--- src/rtl/audio_dac_feeder_if.sv ---
// ----------------------------------------------------------------------------
// audio_dac_feeder_if
// Groups the PCM sample stream (valid/ready) and the DAC FIFO write side that
// pass through audio_dac_feeder.
//
// Signals:
//   in_valid   sample valid from the upstream source
//   in_ready   feeder can take the presented sample
//   in_data    two's-complement PCM sample (SAMPLE_WIDTH bits)
//   in_left    1 = left-channel sample, 0 = right
//   write      FIFO write strobe
//   writedata  packed {left, right} word (DATA_WIDTH bits)
//   full       DAC FIFO full flag
//
// Modports:
//   slave   the feeder's view (consumes samples, drives the FIFO write side)
//   master  the surroundings' view (sample source plus FIFO)
// ----------------------------------------------------------------------------
interface audio_dac_feeder_if #(
   parameter int SAMPLE_WIDTH = 16,
   parameter int DATA_WIDTH   = 32
) ();

   logic                    in_valid;
   logic                    in_ready;
   logic [SAMPLE_WIDTH-1:0] in_data;
   logic                    in_left;
   logic                    write;
   logic [DATA_WIDTH-1:0]   writedata;
   logic                    full;

   modport slave (
      input  in_valid,
      output in_ready,
      input  in_data,
      input  in_left,
      output write,
      output writedata,
      input  full
   );

   modport master (
      output in_valid,
      input  in_ready,
      output in_data,
      output in_left,
      input  write,
      input  writedata,
      output full
   );

endinterface

--- src/rtl/audio_dac_feeder.sv ---
// ----------------------------------------------------------------------------
// audio_dac_feeder
// Pairs a tagged left/right PCM sample stream into {left, right} words and
// writes them into the DAC FIFO. Left sits in the upper half because the DAC
// serialiser shifts MSB-first starting on the left phase. Misaligned samples
// are counted, mute zeroes completed words, and flush discards the pairing
// and holding state while keeping the counters.
//
// Ports:
//   clk            system clock (same as the DAC FIFO write side)
//   reset_n        synchronous, active-low reset
//   bus            audio_dac_feeder_if.slave: sample stream + FIFO write side
//   mute           forces completed words to zero (sampled on right accept)
//   flush          synchronous flush of pairing/holding state
//   vol_atten      (AUDIO_DAC_FEEDER_VOLUME_EN only) arithmetic right-shift
//                  applied to both channels on right accept
//   words_written  wrapping count of FIFO writes
//   align_errors   saturating count of misalignment events
//
// Optional feature macro: AUDIO_DAC_FEEDER_VOLUME_EN
// ----------------------------------------------------------------------------
module audio_dac_feeder #(
   parameter int SAMPLE_WIDTH = 16,
   parameter int DATA_WIDTH   = 32,
   parameter int ERR_WIDTH    = 8
) (
   input  logic                  clk,
   input  logic                  reset_n,
   audio_dac_feeder_if.slave     bus,
   input  logic                  mute,
   input  logic                  flush,
`ifdef AUDIO_DAC_FEEDER_VOLUME_EN
   input  logic [3:0]            vol_atten,
`endif
   output logic [15:0]           words_written,
   output logic [ERR_WIDTH-1:0]  align_errors
);

   localparam logic [0:0] WAIT_L = 1'b0;
   localparam logic [0:0] HAVE_L = 1'b1;

   logic [0:0]              state_r,  state_s;
   logic                    hold_valid_r, hold_valid_s;
   logic [SAMPLE_WIDTH-1:0] left_reg_r, left_reg_s;
   logic [DATA_WIDTH-1:0]   hold_reg_r, hold_reg_s;
   logic [15:0]             words_r;
   logic [ERR_WIDTH-1:0]    errs_r;

   logic                    in_ready_s;
   logic                    accept_s;
   logic                    write_s;
   logic                    err_inc_s;
   logic [SAMPLE_WIDTH-1:0] left_adj_s;
   logic [SAMPLE_WIDTH-1:0] right_adj_s;
   logic [DATA_WIDTH-1:0]   pair_s;

`ifdef AUDIO_DAC_FEEDER_VOLUME_EN
   // Sign-preserving attenuation; shifts at or beyond the width give all sign bits.
   function automatic logic [SAMPLE_WIDTH-1:0] attenuate(
      input logic [SAMPLE_WIDTH-1:0] sample,
      input logic [3:0]              shift
   );
      attenuate = $unsigned($signed(sample) >>> shift);
   endfunction
`endif

   // Handshake and write strobe: in_ready depends only on registered state, never on full.
   always_comb begin
      in_ready_s = 1'b0;
      write_s    = 1'b0;
      if (reset_n) begin
         in_ready_s = (state_r == WAIT_L) || !hold_valid_r;
         write_s    = !flush && hold_valid_r && !bus.full;
      end else begin
         in_ready_s = 1'b0;
         write_s    = 1'b0;
      end
   end

   assign accept_s      = bus.in_valid && in_ready_s;
   assign bus.in_ready  = in_ready_s;
   assign bus.write     = write_s;
   assign bus.writedata = hold_reg_r;
   assign words_written = words_r;
   assign align_errors  = errs_r;

   // Channel conditioning and packing of the word formed on a right accept.
   always_comb begin
`ifdef AUDIO_DAC_FEEDER_VOLUME_EN
      left_adj_s  = attenuate(left_reg_r, vol_atten);
      right_adj_s = attenuate(bus.in_data, vol_atten);
`else
      left_adj_s  = left_reg_r;
      right_adj_s = bus.in_data;
`endif
      if (mute) begin
         pair_s = {DATA_WIDTH{1'b0}};
      end else begin
         pair_s = {left_adj_s, right_adj_s};
      end
   end

   // Pairing FSM next state; flush overrides any accept or write this cycle.
   always_comb begin
      state_s      = state_r;
      hold_valid_s = hold_valid_r;
      left_reg_s   = left_reg_r;
      hold_reg_s   = hold_reg_r;
      err_inc_s    = 1'b0;
      if (flush) begin
         state_s      = WAIT_L;
         hold_valid_s = 1'b0;
         left_reg_s   = {SAMPLE_WIDTH{1'b0}};
      end else begin
         if (write_s) begin
            hold_valid_s = 1'b0;
         end else begin
            hold_valid_s = hold_valid_r;
         end
         if (accept_s) begin
            case (state_r)
               WAIT_L: begin
                  if (bus.in_left) begin
                     left_reg_s = bus.in_data;
                     state_s    = HAVE_L;
                  end else begin
                     err_inc_s  = 1'b1;   // orphan right sample is dropped
                  end
               end
               HAVE_L: begin
                  if (bus.in_left) begin
                     left_reg_s = bus.in_data;   // newer left replaces the stale one
                     err_inc_s  = 1'b1;
                  end else begin
                     hold_reg_s   = pair_s;
                     hold_valid_s = 1'b1;
                     state_s      = WAIT_L;
                  end
               end
               default: begin
                  state_s = WAIT_L;
               end
            endcase
         end else begin
            state_s = state_r;
         end
      end
   end

   // State, holding register and counters.
   always_ff @(posedge clk) begin
      if (!reset_n) begin
         state_r      <= WAIT_L;
         hold_valid_r <= 1'b0;
         left_reg_r   <= {SAMPLE_WIDTH{1'b0}};
         hold_reg_r   <= {DATA_WIDTH{1'b0}};
         words_r      <= 16'd0;
         errs_r       <= {ERR_WIDTH{1'b0}};
      end else begin
         state_r      <= state_s;
         hold_valid_r <= hold_valid_s;
         left_reg_r   <= left_reg_s;
         hold_reg_r   <= hold_reg_s;
         if (write_s) begin
            words_r <= words_r + 16'd1;
         end else begin
            words_r <= words_r;
         end
         if (err_inc_s && (errs_r != {ERR_WIDTH{1'b1}})) begin
            errs_r <= errs_r + {{(ERR_WIDTH-1){1'b0}}, 1'b1};
         end else begin
            errs_r <= errs_r;
         end
      end
   end

endmodule

--- src/flat_wrapper.sv ---
// flat-port wrapper written by rule: the top's interface ports become plain ports
module audio_dac_feeder_flat 
#(
   parameter int SAMPLE_WIDTH = 16,
   parameter int DATA_WIDTH   = 32,
   parameter int ERR_WIDTH    = 8
)
  (clk, reset_n, mute, flush, words_written, align_errors, bus_in_valid, bus_in_ready, bus_in_data, bus_in_left, bus_write, bus_writedata, bus_full);
  audio_dac_feeder_if #(.SAMPLE_WIDTH(SAMPLE_WIDTH), .DATA_WIDTH(DATA_WIDTH)) bus_i ();
  input  logic clk;
  input  logic reset_n;
  input  logic mute;
  input  logic flush;
  output logic [15:0] words_written;
  output logic [ERR_WIDTH-1:0] align_errors;
  input wire logic [$bits(bus_i.in_valid)-1:0] bus_in_valid;
  output wire logic [$bits(bus_i.in_ready)-1:0] bus_in_ready;
  input wire logic [$bits(bus_i.in_data)-1:0] bus_in_data;
  input wire logic [$bits(bus_i.in_left)-1:0] bus_in_left;
  output wire logic [$bits(bus_i.write)-1:0] bus_write;
  output wire logic [$bits(bus_i.writedata)-1:0] bus_writedata;
  input wire logic [$bits(bus_i.full)-1:0] bus_full;
  assign bus_i.in_valid = bus_in_valid;
  assign bus_in_ready = bus_i.in_ready;
  assign bus_i.in_data = bus_in_data;
  assign bus_i.in_left = bus_in_left;
  assign bus_write = bus_i.write;
  assign bus_writedata = bus_i.writedata;
  assign bus_i.full = bus_full;
  audio_dac_feeder #(.SAMPLE_WIDTH(SAMPLE_WIDTH), .DATA_WIDTH(DATA_WIDTH), .ERR_WIDTH(ERR_WIDTH)) u_core (.clk(clk), .reset_n(reset_n), .bus(bus_i), .mute(mute), .flush(flush), .words_written(words_written), .align_errors(align_errors));
endmodule
--- config.mk ---
export PLATFORM = sky130hd
export DESIGN_NAME = audio_dac_feeder_flat
export DESIGN_NICKNAME = d
export VERILOG_FILES = /design/src/rtl/audio_dac_feeder_if.sv /design/src/rtl/audio_dac_feeder.sv /design/src/flat_wrapper.sv
export SDC_FILE = /design/constraint.sdc
export NUM_CORES = 1
export LEC_CHECK = 0
export ABC_AREA = 1
export BUFFER_PORTS_ARGS = -buffer_cell sky130_fd_sc_hd__buf_2
export CORE_MARGIN = 1.5
export CORE_UTILIZATION = 45
export DETAILED_ROUTE_END_ITERATION = 8
export HOLD_SLACK_MARGIN = 0.08
export PLACE_DENSITY = 0.7
export SLEW_MARGIN = 15
export SYNTH_ARGS = -nofsm -noshare
export SYNTH_HDL_FRONTEND = slang
export SYNTH_SLANG_ARGS = --single-unit
export TNS_END_PERCENT = 50
--- constraint.sdc ---
create_clock -name clk -period 3.4 [get_ports clk]
set_input_delay 0.68 -clock clk [delete_from_list [all_inputs] [get_ports clk]]
set_output_delay 0.68 -clock clk [all_outputs]
set_load 0.01 [all_outputs]
==> impl_metrics.py <==
metrics = {
    "grt": {
        "grtUsageTotal_pct": 20.5,
        "grt_pass1_vias": 2553,
        "grt_max_degree": 44,
        "grt_pass1_wl_mm": 12.0,
        "grt_overflow": 0,
        "antenna_found_initial": 0,
    },
    "yosys": {
        "synth_fp_nets": 441,
        "netlist_instances": 416,
        "synth-xor-area-share_pct": 0.854,
        "synth_top_family_by_area": "simple AND/OR/NAND/NOR gates",
        "synth_fa_ha_area_share_pct": 0.814,
        "synth_cell_types": 28,
        "synth-compound-area-share_pct": 13.2,
        "syn_area_per_cell_um2": 7.39,
        "yosys-mux-area-fraction_pct": 0,
        "yosys_register_bits": 74,
        "syn-cell-area_mm2": 0.00308,
        "ys_seq_area_share_pct": 48.2,
        "synthSimpleGateAreaFrac_pct": 30.6,
        "ys.warnings.count": 0,
    },
    "pwr": {
        "p_leak_nw": 1.58,
        "vdd_drop_max_mv": 0.256,
        "p_per_area_mw_per_mm2": 442,
        "total_power_mw": 1.64,
    },
    "critical_path": {
        "cp-startpoint": "reset_n",
        "r2r-end": "u_core.bus.writedata[18]",
        "r2r-start": "u_core.hold_valid_r",
        "crit_required_ps": 2720,
        "cp-end-kind": "output port",
        "critPathMaxFanout": 16,
        "critPathKind": "input port to output port",
        "worst-r2r-setup-slack_ps": 1590,
        "crit_path_start_kind": "input port",
        "reg2regPathDepth": 8,
        "endpoint": "bus_write",
        "arrival_ps": 1500,
    },
    "min_path": {
        "whs_path_depth": 2,
        "hp-class": "flip-flop to flip-flop",
    },
    "routing": {
        "drc_errors": 5,
        "wl_per_cell_um": 12.8,
        "highest_layer": "met4",
        "dr.pass1.iters": 6,
        "vias": 2902,
        "ant_nets": 0,
        "routed_via_density": 5.05,
        "totalWireLength_mm": 7.34,
        "drt_iter0_markers": 143,
        "met3_length_um": 333,
        "m1WireLength_mm": 3.70,
        "wl_met2_mm": 3.23,
    },
    "floorplanning": {
        "die_h_um": 85.7,
        "fp-row-count": 29,
        "coreArea_mm2": 0.00646,
        "start_util_pct": 47.6,
        "io_pins": 81,
        "die_w_um": 85.7,
        "dieArea_mm2": 0.00734,
    },
    "place": {
        "post-place-ws_ps": 1000,
        "portBuffers": 80,
        "dp_hpwl_mm": 4.88,
        "dpl_cell_area_mm2": 0.00351,
        "gp_congestion": 0.782,
    },
    "cts": {
        "clockBufferDepth": 2,
        "htreeDepth": 3,
        "cts_buffers": 9,
        "post_cts_resized": 0,
        "postCtsSetupBuffers": 0,
        "hold_buffers": 0,
        "cts_tree": "built",
        "cts.sinks": 74,
        "cts_root_buf": "clkbuf_8",
        "clkTransAtPathRegs_ps": 90,
        "clkLatencyLatePin_ps": 350,
    },
    "timing": {
        "rsz0062_at_grt": "false",
        "finalWorstSetupSlack_ps": 1220,
        "fin_crit_ps": 2180,
        "hold_violations": 0,
        "fin_worst_skew_ps": 14.1,
        "finalMaxSlewViolations": 0,
        "fin_tns_setup_ps": 0,
        "finalCritPeriodShare_pct": 64.2,
        "setup_viol": 0,
        "slew_headroom_pct": 37.7,
        "worst_pin_slew_ps": 934,
        "max_freq_mhz": 458,
    },
    "job": {
        "max_cap_viol_count": 0,
    },
    "run_status": {
        "violations": "DRC",
        "outcome": "finished with violations",
    },
    "layout": {
        "drive_above_1_share_pct": 22.1,
        "antenna_cells": 0,
        "stdcell_area_mm2": 0.00371,
        "layout.nets": 518,
        "area_growth_syn_to_layout_pct": 20.6,
        "postLayoutCoreUtil_pct": 57.4,
        "mostFrequentLayoutCells": "nand2_1 (92), buf_2 (80), dfxtp_1 (74)",
        "final_common_cell": "nand2_1",
    },
}
[how the worst min path moves through the flow]
stage                              from                        to  slack [ps]
6_report        u_core.bus.writedata[9]   u_core.bus.writedata[9]         460
5_1_grt           u_core.left_adj_s[14]     u_core.left_adj_s[14]         480
4_1_cts         u_core.bus.writedata[9]   u_core.bus.writedata[9]         460
3_5_place_dp    u_core.bus.writedata[9]   u_core.bus.writedata[9]         450
3_3_place_gp   u_core.bus.writedata[16]  u_core.bus.writedata[16]         450
2_1_floorplan      u_core.left_adj_s[0]      u_core.left_adj_s[0]         440
[sequential cells by signal, indices dropped and copies added, names as in the netlist]
signal                count
u_core.words_written     16
u_core.hold_valid_r       1
u_core.align_errors       8
u_core.state_r            1
u_core.bus.writedata     32
u_core.left_adj_s        16
[critical path, stage by stage]
cell	delay, ps
buf_2	300
nand2_4	150
nor2_8	200
buf_2	160
[final cells by class]
cell class	count	area (um^2)
fill	645	2750
sequential	74	1480
multi-input combinational	296	1400
timing repair buffer	83	423
clock buffer	10	138
inverter	29	109
tap	77	96.3
clock inverter	6	66.3
[cell usage after synthesis, drive strengths merged]
cell,instances,area (um^2)
a211oi,1,7.51
a21oi,55,275
and2,1,6.26
buf,5,43.8
clkbuf,12,45.0
clkinv,1,3.75
dfxtp,74,1480
ha,2,25.0
inv,28,105
nand2,94,363
nand3,48,258
nand3b,4,33.8
nand4,4,25.0
nor2,60,249
nor3,1,5.00
o211a,1,10.0
o21a,1,7.51
o21ai,21,105
xor2,3,26.3
[power by group]
part	leakage [nW]	internal [mW]	switching, mW	total (mW)
combinational	0.894	0.0191	0.0463	0.0655
clock	0.0945	0.359	0.340	0.699
sequential	0.597	0.871	0.00298	0.874
[cell families (layout without fill, tap and decap cells)]
group | count (synthesis) | after routing
AOI/OAI and AO/OA | 79 | 79
buffers and inverters | 46 | 128
xor gates and xnor gates | 3 | 3
and+or+nand+nor | 212 | 212
adders and majority gates | 2 | 2
DFF | 74 | 74
[metrics by stage]
step | hold slack (ps) | std cells
finish | 464 | 575
global route | 481 | 575
CTS | 465 | 575
detailed placement | 452 | 559
global placement | 453 | 559
floorplan | 441 | 416
[layer usage]
layer / vias up / track usage, %
met2: 49 / 29.8
li1: 1514 / -
met4: 0 / 6.60
met3: 6 / 6.06
met1: 1333 / 29.2
met5: - / 0
No activity file was read; power rests on OpenSTA's default activity.
